===== src/rtl/mem_port_arbiter.sv =====
// Round-robin arbiter sharing one single-port synchronous RAM between the
// instruction fetch bus and the data bus, with sub-word load extract and store RMW.
module mem_port_arbiter #(
  parameter int ADDR_W       = 14,
  parameter bit RESET_LAST_I = 1'b1
) (
  input  logic              clk,
  input  logic              rst_n,
  input  logic              i_ss,
  input  logic [ADDR_W-1:0] i_addr,
  output logic [31:0]       i_rdata,
  output logic              i_bdone,
  input  logic              d_ss,
  input  logic              d_ttype,
  input  logic [1:0]        d_tsize,
  input  logic [ADDR_W-1:0] d_addr,
  input  logic [31:0]       d_wdata,
  output logic [31:0]       d_rdata,
  output logic              d_bdone,
  output logic              d_err,
  output logic              mem_en,
  output logic              mem_we,
  output logic [ADDR_W-3:0] mem_addr,
  output logic [31:0]       mem_wdata,
  input  logic [31:0]       mem_rdata
);

  localparam logic       TT_READ = 1'b0;
  localparam logic [1:0] SZ_BYTE = 2'd0;
  localparam logic [1:0] SZ_HALF = 2'd1;
  localparam logic [1:0] SZ_WORD = 2'd2;

  typedef enum logic [2:0] {IDLE, RD, WR_ACK, RMW, ERR} state_t;

  state_t state_p1, state_nxt;
  logic   last_i_p1, last_i_nxt;
  logic   gnt_i_p1, gnt_i_nxt;
  logic   pick_i;

  logic              i_bdone_c, d_bdone_c, d_err_c, mem_en_c, mem_we_c;
  logic [31:0]       i_rdata_c, d_rdata_c, mem_wdata_c;
  logic [ADDR_W-3:0] mem_addr_c;

  // Instruction fetches are word-aligned; the low address bits carry no meaning.
  logic unused_ok;
  assign unused_ok = &{1'b0, i_addr[1:0]};

  function automatic logic bad_access(input logic [1:0] sz, input logic [1:0] a);
    bad_access = (sz == SZ_WORD && a != 2'b00) || (sz == SZ_HALF && a[0]) ||
                 (sz != SZ_BYTE && sz != SZ_HALF && sz != SZ_WORD);
  endfunction

  function automatic logic [31:0] lane_extract(input logic [31:0] w, input logic [1:0] a,
                                               input logic [1:0] sz);
    lane_extract = w;
    if (sz == SZ_BYTE)      lane_extract = {24'b0, w[{a, 3'b000} +: 8]};
    else if (sz == SZ_HALF) lane_extract = {16'b0, w[{a[1], 4'b0000} +: 16]};
  endfunction

  function automatic logic [31:0] lane_merge(input logic [31:0] w, input logic [31:0] d,
                                             input logic [1:0] a, input logic [1:0] sz);
    lane_merge = w;
    if (sz == SZ_BYTE)      lane_merge[{a, 3'b000} +: 8]     = d[7:0];
    else if (sz == SZ_HALF) lane_merge[{a[1], 4'b0000} +: 16] = d[15:0];
  endfunction

  // Stage p1: arbitration state; bus request fields are held stable by the requesters.
  always_ff @(posedge clk) begin
    if (!rst_n) begin
      state_p1  <= IDLE;
      last_i_p1 <= RESET_LAST_I;
      gnt_i_p1  <= 1'b0;
    end else begin
      state_p1  <= state_nxt;
      last_i_p1 <= last_i_nxt;
      gnt_i_p1  <= gnt_i_nxt;
    end
  end

  // On a tie the requester that was not granted last wins.
  assign pick_i = i_ss && (!d_ss || !last_i_p1);

  always_comb begin
    state_nxt   = state_p1;
    last_i_nxt  = last_i_p1;
    gnt_i_nxt   = gnt_i_p1;
    i_bdone_c   = 1'b0;
    d_bdone_c   = 1'b0;
    d_err_c     = 1'b0;
    mem_en_c    = 1'b0;
    mem_we_c    = 1'b0;
    mem_addr_c  = '0;
    mem_wdata_c = '0;
    i_rdata_c   = '0;
    d_rdata_c   = '0;
    case (state_p1)
      IDLE: begin
        if (pick_i) begin
          gnt_i_nxt  = 1'b1;
          last_i_nxt = 1'b1;
          mem_en_c   = 1'b1;
          mem_addr_c = i_addr[ADDR_W-1:2];
          state_nxt  = RD;
        end else if (d_ss) begin
          gnt_i_nxt  = 1'b0;
          last_i_nxt = 1'b0;
          if (bad_access(d_tsize, d_addr[1:0])) begin
            state_nxt = ERR;
          end else begin
            mem_en_c   = 1'b1;
            mem_addr_c = d_addr[ADDR_W-1:2];
            if (d_ttype == TT_READ) begin
              state_nxt = RD;
            end else if (d_tsize == SZ_WORD) begin
              mem_we_c    = 1'b1;
              mem_wdata_c = d_wdata;
              state_nxt   = WR_ACK;
            end else begin
              state_nxt = RMW;
            end
          end
        end
      end
      RD: begin
        if (gnt_i_p1) begin
          i_bdone_c = 1'b1;
          i_rdata_c = mem_rdata;
        end else begin
          d_bdone_c = 1'b1;
          d_rdata_c = lane_extract(mem_rdata, d_addr[1:0], d_tsize);
        end
        state_nxt = IDLE;
      end
      RMW: begin
        mem_en_c    = 1'b1;
        mem_we_c    = 1'b1;
        mem_addr_c  = d_addr[ADDR_W-1:2];
        mem_wdata_c = lane_merge(mem_rdata, d_wdata, d_addr[1:0], d_tsize);
        state_nxt   = WR_ACK;
      end
      WR_ACK: begin
        d_bdone_c = 1'b1;
        state_nxt = IDLE;
      end
      ERR: begin
        d_bdone_c = 1'b1;
        d_err_c   = 1'b1;
        state_nxt = IDLE;
      end
      default: state_nxt = IDLE;
    endcase
  end

  // Outputs are forced low while reset is held so an aborted RMW never writes.
  assign i_bdone   = rst_n & i_bdone_c;
  assign d_bdone   = rst_n & d_bdone_c;
  assign d_err     = rst_n & d_err_c;
  assign mem_en    = rst_n & mem_en_c;
  assign mem_we    = rst_n & mem_we_c;
  assign mem_addr  = rst_n ? mem_addr_c  : '0;
  assign mem_wdata = rst_n ? mem_wdata_c : '0;
  assign i_rdata   = rst_n ? i_rdata_c   : '0;
  assign d_rdata   = rst_n ? d_rdata_c   : '0;

endmodule


===== config.mk =====
export PLATFORM = sky130hd
export DESIGN_NAME = mem_port_arbiter
export DESIGN_NICKNAME = d
export VERILOG_FILES = /design/src/rtl/mem_port_arbiter.sv
export SDC_FILE = /design/constraint.sdc
export NUM_CORES = 1
export LEC_CHECK = 0
export ABC_CLOCK_PERIOD_IN_PS = 4000
export BUFFER_PORTS_ARGS = -buffer_cell sky130_fd_sc_hd__buf_2
export CORE_ASPECT_RATIO = 0.5
export CORE_MARGIN = 2
export CORE_UTILIZATION = 40
export CTS_CLUSTER_DIAMETER = 200
export DETAILED_ROUTE_END_ITERATION = 6
export PLACE_DENSITY = 0.79
export SYNTH_ARGS = -nofsm -noshare
export SYNTH_HDL_FRONTEND = slang
export SYNTH_SLANG_ARGS = --single-unit

===== constraint.sdc =====
create_clock -name clk -period 4 [get_ports clk]
set_input_delay 1 -clock clk [delete_from_list [all_inputs] [get_ports clk]]
set_output_delay 1 -clock clk [all_outputs]
set_load 0.01 [all_outputs]

# Word level (Yosys, flattened, before mapping)
# Index checks and enable logic that the tools add are counted.
# classes
eq_ne	9
shifts	6
muxes	47
bitwise	5
reduce_logical	17
addsub	2
# op_table
op	count
two-way mux 32 bit	16
bitwise mux 32 bit	2
case mux 32 bit (2 select lines)	1
two-way mux 12 bit	4
variable shift 16 x 7 -> 32 bit (first input constant)	1
variable shift 8 x 7 -> 32 bit (first input constant)	1
variable part select 16 x 7 -> 32 bit	1
variable part select 32 x 6 -> 16 bit	1
variable part select 32 x 6 -> 8 bit	1
variable part select 8 x 7 -> 32 bit	1
case mux 12 bit (2 select lines)	1
two-way mux 1 bit	15
negation 5 -> 7 bit	2
two-way mux 3 bit	3
== test 3 x 2 -> 1 bit (second input constant)	2
case mux 1 bit (2 select lines)	3
case mux 3 bit (2 select lines)	1
nonzero test 2 bit	3
AND 1 bit	5
logical AND 1 bit	5
== test 3 x 1 -> 1 bit (second input constant)	1
== test 3 bit (second input constant)	1
zero test 3 bit	1
logical OR 1 bit	3
other kinds (10)	11
# totals
output_inout_bits	113
regBits	5

# Depth between registers and ports, before layout
# Gate-level depths: netlist of run 1.
# depth
ltp_word	9
depth_mapped	8

# Worst setup path before layout of run 1
# Ideal clock, no wire load.
# synth_timing
path_kind	input to output
start	in d_addr[0]
end	out mem_wdata[31]
t_arrival_ns	2.886
slack_ns	0.114
stages	8
path_cell_list	buf_2 inv_1 ha_1 nor4bb_1 clkbuf_1 a221oi_1 or3_1 a21oi_1
# synth_between
elab_chain_cells	9
# synth_rtl
item	line_no	source
start: declaration	16	input logic [ADDR_W-1:0] d_addr,
branches (longest 7 deep; another with negation 5 -> 7 bit)	-	
case mux 32 bit (2 select lines) (*)	96	case (state_p1)
two-way mux 32 bit (*)	161	assign mem_wdata = rst_n ? mem_wdata_c : '0;
end: declaration	24	output logic [31:0] mem_wdata,
# Every way passes the cells marked *.

# Worst setup path after layout of run 1
# layout_timing
start	in d_addr[1]
end	out mem_wdata[30]
# layout_between
elab_chain_cells	9
# layout_rtl
item	line_no
branches (longest 7 deep; another with negation 5 -> 7 bit)	-
case mux 32 bit (2 select lines) (*)	96
two-way mux 32 bit (*)	161
# Marks and branches as above.

==> results of run 1 <==
==> through the flow <==
step	setup slack, ps	cell area (µm²)	util, %	hold slack, ps
2_1_floorplan	114	2980	-	480
3_3_place_gp	-80.8	4110	56.5	520
3_5_place_dp	-169	4110	56.5	530
4_1_cts	59.6	4190	57.7	541
5_1_grt	24.3	4220	58.0	565
6_report	102	4220	58.0	548
==> cells by family after synthesis <==
kind of cell	Yosys count	share of synthesized area, %
AOI/OAI and AO/OA	165	39.8
DFF	5	3.36
buffers and inverters	58	8.32
adders and majority gates	5	2.10
and+or+nand+nor	191	37.6
muxes	16	8.74
==> critical path, stage by stage <==
cell,delay [ps]
buf_2,130
inv_1,120
ha_1,280
nor4bb_1,310
buf_4,220
a221oi_1,80
or3_1,420
a21oi_2,170
buf_2,160
==> synthesized netlist by cell type, types with 8 or more instances <==
library cell,n
inv_1,8
o32ai_1,9
nand3b_1,9
o21ai_0,16
a21o_1,8
a221oi_1,22
or3_1,17
a211oi_1,9
a21oi_2,9
buf_2,12
nand2_1,46
nand4_1,8
a32o_1,20
a21oi_1,47
mux2i_1,8
and2_1,48
nor2_1,14
clkbuf_1,29
nand2b_1,19
mux4_2,8
==> routing by layer <==
metal | share of wire [%] | vias up | routed length (µm) | track usage, %
li1 | - | 2067 | - | -
met1 | 40 | 2060 | 5280 | 39.8
met2 | 48 | 269 | 6300 | 54.3
met3 | 11 | 39 | 1460 | 4.71
met4 | 1.5 | 0 | 193 | 7.97
met5 | 0 | - | 0 | 0
==> power breakdown <==
group          switching (µW)  internal [µW]
combinational             202            138
sequential               6.34           54.3
clock                    35.4            132
total                     243            324
==> layout make-up <==
cell class	count	share of cell area [%]
Inverter	9	0.801
Multi-Input combinational cell	377	63.1
Sequential cell	5	2.37
Timing Repair Buffer	232	29.0
Clock buffer	4	1.87
Tap cell	96	2.85
==> final timing paths <==
| path | from | to | slack, ps | cells past startpoint |
|---|---|---|---|---|
| max | d_addr[1] | mem_wdata[30] | 100 | 9 |
| min | last_i_p1 | last_i_p1 | 550 | 1 |
| max reg2reg | state_p1[1] | state_p1[1] | 2500 | 3 |
| min reg2reg | last_i_p1 | last_i_p1 | 550 | 1 |
==> sequential cells by signal (all words and copies together) (netlist names) <==
signal     flops
last_i_p1      1
state_p1       3
gnt_i_p1       1
==> repair_timing <==
item                       CTS  global route
setup endpoints to repair    7             8
resized for setup            1             3
pin swaps                    0             1
==> placed cells by master, fill, tap and decap left out, drive strengths merged, types with 9 or more instances in the layout <==
| cell type | instances |
|---|---|
| o21ai | 16 |
| nand2 | 46 |
| a32o | 20 |
| a221oi | 22 |
| a21oi | 56 |
| or3 | 17 |
| nand3b | 9 |
| buf | 232 |
| a211oi | 9 |
| and2 | 48 |
| nor2 | 14 |
| nand2b | 19 |
| o32ai | 9 |
==> results.sh, run 1 <==
export IMPL_min_period_ps=3900
export IMPL_grt_pass1_vias=3889
export IMPL_multiInputGateArea_um2=2660
export IMPL_yosysTopAreaCell="and2_1"
export IMPL_cts_setup_buffers=0
export IMPL_antenna_diode_count=0
export IMPL_synthToLayoutAreaGrowth_pct=41.7
export IMPL_async_flop_share_pct=0
export IMPL_netlist_instances=440
export IMPL_ys_seq_elements=5
export IMPL_drive_above_1_share_pct=42.3
export IMPL_fmax_mhz=257
export IMPL_routed_wl_um=13200
export IMPL_drtPass1Iterations=6
export IMPL_worst_pin_slew_ps=661
export IMPL_grt_pass1_wl_um=20700
export IMPL_pin_count=212
export IMPL_yosys_most_used_dff="dfxtp_1"
export IMPL_synth_edf_count=0
export IMPL_cts_buffers=3
export IMPL_fp_row_count=22
export IMPL_stdcell_count=723
export IMPL_wl_per_cell_um=18.3
export IMPL_arrival_ps=2900
export IMPL_clock_sinks=5
export IMPL_drtIter0Drc=498
export IMPL_htreeDepth=1
export IMPL_syn_nets=544
export IMPL_nets=732
export IMPL_regArea_um2=100
export IMPL_via_per_inst=6.13
export IMPL_worstPathRequired_ps=3000
export IMPL_grtUsageTotal_pct=30.8
export IMPL_start_util_pct=41.0
export IMPL_critPathCaptureType="primary output"
export IMPL_status="finished, final reports clean"
export IMPL_max_cap_viol_count=0
export IMPL_setup_viol=0
export IMPL_core_area_um2=7270
export IMPL_cts_tree="built"
export IMPL_antenna_found_initial=0
export IMPL_hold_class="register to register"
export IMPL_hold_viol=0
export IMPL_die_y_um=65
export IMPL_cts_hold_buf=0
export IMPL_synthTopCellsByArea="and2_1 (10%), a21oi_1 (7.9%), a32o_1 (6.7%)"
export IMPL_period_share_pct=97.4
export IMPL_die_x_um=126
export IMPL_yosysWarnings=0
export IMPL_nFillCells=733
export IMPL_hpwl_um=10100
export IMPL_ys_types=51
export IMPL_power_uw=568
export IMPL_dr_total_vias=4435
export IMPL_netlist_area_leader_share_pct=10.1
export IMPL_grt_max_degree=33
export IMPL_powerDensity_nw_per_um2=135
export IMPL_gp_routability_congestion=0.972
export IMPL_final_max_slew_viol_count=0
export IMPL_die_area_um2=8190
export IMPL_grt_setup_unrepaired="no"
export IMPL_relSlewSlack_pct=55.9
export IMPL_ir_worst_vdd_v=0.000116
export IMPL_cts_root_buf="clkbuf_16"
export IMPL_overflow=0
export IMPL_netlist_area_um2=2980
export IMPL_yosysSeqAreaShare_pct=3.36
export IMPL_io_buffer_count=209
export IMPL_cp_start_kind="input port"
export IMPL_critPathMaxFanout=8
export IMPL_syn_avg_cell_area_um2=6.77
export IMPL_cts_path_max_buffers=2
export IMPL_setup_tns_ps=0
export IMPL_clock_skew_ps=0.632
export IMPL_dp_cells=719
export IMPL_p_leak_uw=0.00209
export IMPL_clk_insertion_delay_late_ps=230
export IMPL_drcViolationCount=0
export IMPL_critPathKind="input port to primary output"
export IMPL_ant_nets=0
export IMPL_clk_pin_slew_worst_paths_ps=30
Power figures use the tool's default switching activity.
==> inputs of run 2 (changes only) <==
- BUFFER_PORTS_ARGS: -buffer_cell sky130_fd_sc_hd__buf_2 -> unset
- DONT_BUFFER_PORTS: unset -> 1
- PLACE_DENSITY: 0.79 -> unset
==> results.sh, run 2 (synthesized netlist as in run 1, its figures left out) <==
export IMPL_grt_pass1_wl_um=18300
export IMPL_pin_count=212
export IMPL_p_leak_uw=0.00103
export IMPL_top_register="state_p1"
export IMPL_antenna_found_initial=0
export IMPL_gp_routability_congestion=0.974
export IMPL_grtUsageTotal_pct=28.0
export IMPL_htreeDepth=1
export IMPL_final_cell_mix="and2_1 (48), a21oi_1 (47), nand2_1 (46)"
export IMPL_via_per_inst=7.04
export IMPL_min_period_ps=3670
export IMPL_grt_pass1_vias=3112
export IMPL_crit_chain="inv_1 -> ha_1 -> nor4bb_1 -> buf_4 -> a221oi_1 -> or3_1 -> a21oi_1"
export IMPL_cts_resized=0
export IMPL_grt_max_degree=49
export IMPL_period_share_pct=91.8
export IMPL_final_max_slew_viol_count=0
export IMPL_wl_per_cell_um=24.0
export IMPL_io_buffer_count=0
export IMPL_slowest_delay_ps=400
export IMPL_hpwl_um=8920
export IMPL_hold_viol=0
export IMPL_wl_met1_um=5200
export IMPL_critPathCaptureType="primary output"
export IMPL_cts_tree="built"
export IMPL_top_regs="state_p1 (3), gnt_i_p1 (1), last_i_p1 (1)"
export IMPL_nFillCells=792
export IMPL_die_area_um2=8190
export IMPL_setup_tns_ps=0
export IMPL_dr_total_vias=3543
export IMPL_hold_class="register to register"
export IMPL_max_cap_viol_count=0
export IMPL_clk_pin_slew_worst_paths_ps=30
export IMPL_antenna_diode_count=0
export IMPL_status="finished, final reports clean"
export IMPL_crit_slowest_cell="or3_1"
export IMPL_arrival_ps=2670
export IMPL_clk_insertion_delay_late_ps=230
export IMPL_dr_max_layer_used="met4"
export IMPL_drtPass1Iterations=5
export IMPL_die_y_um=65
export IMPL_ant_nets=0
export IMPL_final_common_cell="and2_1"
export IMPL_worst_pin_slew_ps=865
export IMPL_hold_worst_slack_ps=558
export IMPL_drcViolationCount=0
export IMPL_wl_met2_um=5570
export IMPL_worstPathRequired_ps=3000
export IMPL_clock_sinks=5
export IMPL_drtIter0Drc=364
export IMPL_critPathMaxFanout=17
export IMPL_core_area_um2=7270
export IMPL_cts_hold_buf=0
export IMPL_start_util_pct=41.0
export IMPL_nets=512
export IMPL_cts_root_buf="clkbuf_16"
export IMPL_clock_skew_ps=2.45
export IMPL_overflow=0
export IMPL_fmax_mhz=272
export IMPL_largest_reg_flops=3
export IMPL_relSlewSlack_pct=42.3
export IMPL_die_x_um=126
export IMPL_fp_row_count=22
export IMPL_drive_above_1_share_pct=10.6
export IMPL_critPathKind="input port to primary output"
export IMPL_synthToLayoutAreaGrowth_pct=2.69
export IMPL_cts_path_max_buffers=2
export IMPL_setup_viol=0
export IMPL_ir_worst_vdd_v=0.0000826
export IMPL_powerDensity_nw_per_um2=137
export IMPL_cts_setup_buffers=0
export IMPL_routed_wl_um=12100
export IMPL_wl_met3_um=1250
export IMPL_grt_setup_unrepaired="no"
export IMPL_cp_start_kind="input port"
export IMPL_cts_buffers=3
## run 2: cell type report
class	instances	area (µm²)	area share, %
Clock buffer	4	78.8	2.58
Inverter	9	33.8	1.11
Multi-Input combinational cell	377	2630	86.2
Sequential cell	5	100	3.27
Tap cell	96	120	3.93
Timing Repair Buffer	12	90.1	2.95
## run 2: worst max-delay path, delay by kind of cell
kind            cells  cell delay (ps)
fa+ha+maj           1              360
buf+inv             2              270
simple gates        2              690
compound gates      2              350
## run 2: where the power goes
| group | total, µW | internal (µW) | switching, µW | leakage, µW |
|---|---|---|---|---|
| sequential | 61.0 | 54.4 | 6.61 | 0.0000411 |
| combinational | 193 | 82.3 | 110 | 0.000947 |
| clock | 165 | 132 | 33.0 | 0.0000382 |
## run 2: through the flow
step | setup slack (ps) | total power, µW | utilization (%) | area, µm² | cells
detailed placement | 348 | 252 | 41.0 | 2980 | 499
global route | 156 | 445 | 42.1 | 3060 | 503
global placement | 349 | 250 | 41.0 | 2980 | 499
CTS | 351 | 417 | 42.1 | 3060 | 503
finish | 326 | 419 | 42.1 | 3060 | 503
floorplan | 114 | 241 | - | 2980 | 440
## run 2: worst paths after layout
check,startpoint,endpoint,slack (ps),depth (start not counted)
worst max-delay path,d_addr[0],mem_wdata[31],330,7
worst min-delay path,gnt_i_p1,gnt_i_p1,560,2
worst max register to register,state_p1[1],state_p1[1],2470,3
worst min register to register,gnt_i_p1,gnt_i_p1,560,2
## run 2: routing by layer
layer  GRT usage, %  up-vias
li1               -     1620
met1           39.0     1699
met2           45.2      216
met3           5.45        8
met4           5.49        0
met5              0        -
==> inputs of run 3 (changes only) <==
- PLACE_DENSITY: unset -> 0.53
==> results.sh, run 3 (synthesized netlist as in run 1, its figures left out) <==
export IMPL_top_regs="state_p1 (3), gnt_i_p1 (1), last_i_p1 (1)"
export IMPL_routed_wl_um=12900
export IMPL_min_period_ps=3710
export IMPL_max_cap_viol_count=0
export IMPL_die_x_um=126
export IMPL_place_area_um2=2980
export IMPL_cts_tree="built"
export IMPL_fp_row_count=22
export IMPL_cts_buffers=3
export IMPL_hold_viol=0
export IMPL_p_leak_uw=0.00103
export IMPL_grt_pass1_vias=3300
export IMPL_overflow=0
export IMPL_r2r_end="state_p1[1]"
export IMPL_clk_pin_slew_worst_paths_ps=30
export IMPL_fmax_mhz=269
export IMPL_cts_resized=0
export IMPL_grt_setup_unrepaired="no"
export IMPL_hold_class="register to register"
export IMPL_nets=512
export IMPL_cts_path_max_buffers=2
export IMPL_drive_above_1_share_pct=10.6
export IMPL_clock_skew_ps=0.330
export IMPL_post_place_ws_ps=325
export IMPL_start_util_pct=41.0
export IMPL_via_per_inst=7.30
export IMPL_synthToLayoutAreaGrowth_pct=2.69
export IMPL_hp_start="last_i_p1"
export IMPL_status="finished, final reports clean"
export IMPL_top_register="state_p1"
export IMPL_hpwl_um=9300
export IMPL_rr_startpoint="state_p1[1]"
export IMPL_powerDensity_nw_per_um2=138
export IMPL_worstPathRequired_ps=3000
export IMPL_hold_depth=1
export IMPL_final_common_cell="and2_1"
export IMPL_setup_tns_ps=0
export IMPL_grt_pass1_wl_um=19300
export IMPL_finalInstanceArea_um2=3060
export IMPL_core_area_um2=7270
export IMPL_gp_routability_congestion=0.988
export IMPL_ant_nets=0
export IMPL_arrival_ps=2710
export IMPL_wl_per_cell_um=25.7
export IMPL_antenna_diode_count=0
export IMPL_fin_util_pct=42.1
export IMPL_pin_count=212
export IMPL_clock_sinks=5
export IMPL_cts_root_buf="clkbuf_16"
export IMPL_cts_setup_buffers=0
export IMPL_setup_viol=0
export IMPL_grtUsageTotal_pct=29.6
export IMPL_die_y_um=65
export IMPL_drcViolationCount=0
export IMPL_htreeDepth=1
export IMPL_final_max_slew_viol_count=0
export IMPL_reg2reg_depth=3
export IMPL_fin_ws_ps=286
export IMPL_period_share_pct=92.8
export IMPL_relSlewSlack_pct=39.3
export IMPL_drtPass1Iterations=5
export IMPL_critPathCaptureType="primary output"
export IMPL_ir_worst_vdd_v=0.000104
export IMPL_critPathMaxFanout=36
export IMPL_critPathKind="input port to primary output"
export IMPL_clk_insertion_delay_late_ps=230
export IMPL_cp_start_kind="input port"
export IMPL_largest_reg_flops=3
export IMPL_nFillCells=740
export IMPL_dr_total_vias=3674
export IMPL_die_area_um2=8190
export IMPL_hold_worst_slack_ps=546
export IMPL_io_buffer_count=0
export IMPL_drtIter0Drc=366
export IMPL_min_to="last_i_p1"
export IMPL_ff2ff_setup_slack_ps=2390
export IMPL_final_cell_mix="and2_1 (48), a21oi_1 (47), nand2_1 (46)"
export IMPL_antenna_found_initial=0
export IMPL_cts_hold_buf=0
export IMPL_grt_max_degree=49
export IMPL_worst_pin_slew_ps=911
==> run 3: worst max-delay path, cell delays in order <==
cell      delay (ps)
inv_1            120
ha_1             310
nor4bb_1         290
buf_4            210
a221oi_1          90
or3_1            400
a21oi_1          150
buf_4            140
==> run 3: area by class of cell <==
| cell class | count | area, µm² | area share (%) |
|---|---|---|---|
| inverters | 9 | 33.8 | 1.11 |
| multi-input cells | 377 | 2630 | 86.2 |
| flip-flops and latches | 5 | 100 | 3.27 |
| clock buffers | 4 | 78.8 | 2.58 |
| well taps | 96 | 120 | 3.93 |
| repair buffers | 12 | 90.1 | 2.95 |
==> run 3: layer usage <==
| layer | GRT usage, % | vias to the layer above | part of all wire (%) |
|---|---|---|---|
| met2 | 49.2 | 246 | 46 |
| met5 | 0 | - | 0 |
| li1 | - | 1629 | - |
| met3 | 5.12 | 25 | 9.9 |
| met1 | 40.8 | 1774 | 43 |
| met4 | 5.22 | 0 | 1.3 |
==> run 3: metrics by stage <==
stage	std cells	total power, µW
2_1_floorplan	440	241
3_3_place_gp	499	249
3_5_place_dp	499	253
4_1_cts	503	421
5_1_grt	503	445
6_report	503	421
==> run 3: how the worst max path moves through the flow <==
stage	startpoint	endpoint	cells after the start
finish	d_addr[1]	mem_wdata[31]	8
global route	d_addr[1]	mem_wdata[8]	6
CTS	d_addr[0]	mem_wdata[31]	8
detailed placement	d_addr[0]	mem_wdata[31]	8
global placement	d_addr[0]	mem_wdata[31]	8
floorplan	d_addr[0]	mem_wdata[31]	8
==> run 3: where the power goes <==
| group | internal [µW] | leakage [µW] | switching, µW | total (µW) |
|---|---|---|---|---|
| sequential | 54.4 | 0.0000411 | 6.60 | 61.0 |
| combinational | 82.1 | 0.000947 | 112 | 194 |
| clock | 132 | 0.0000382 | 33.5 | 166 |
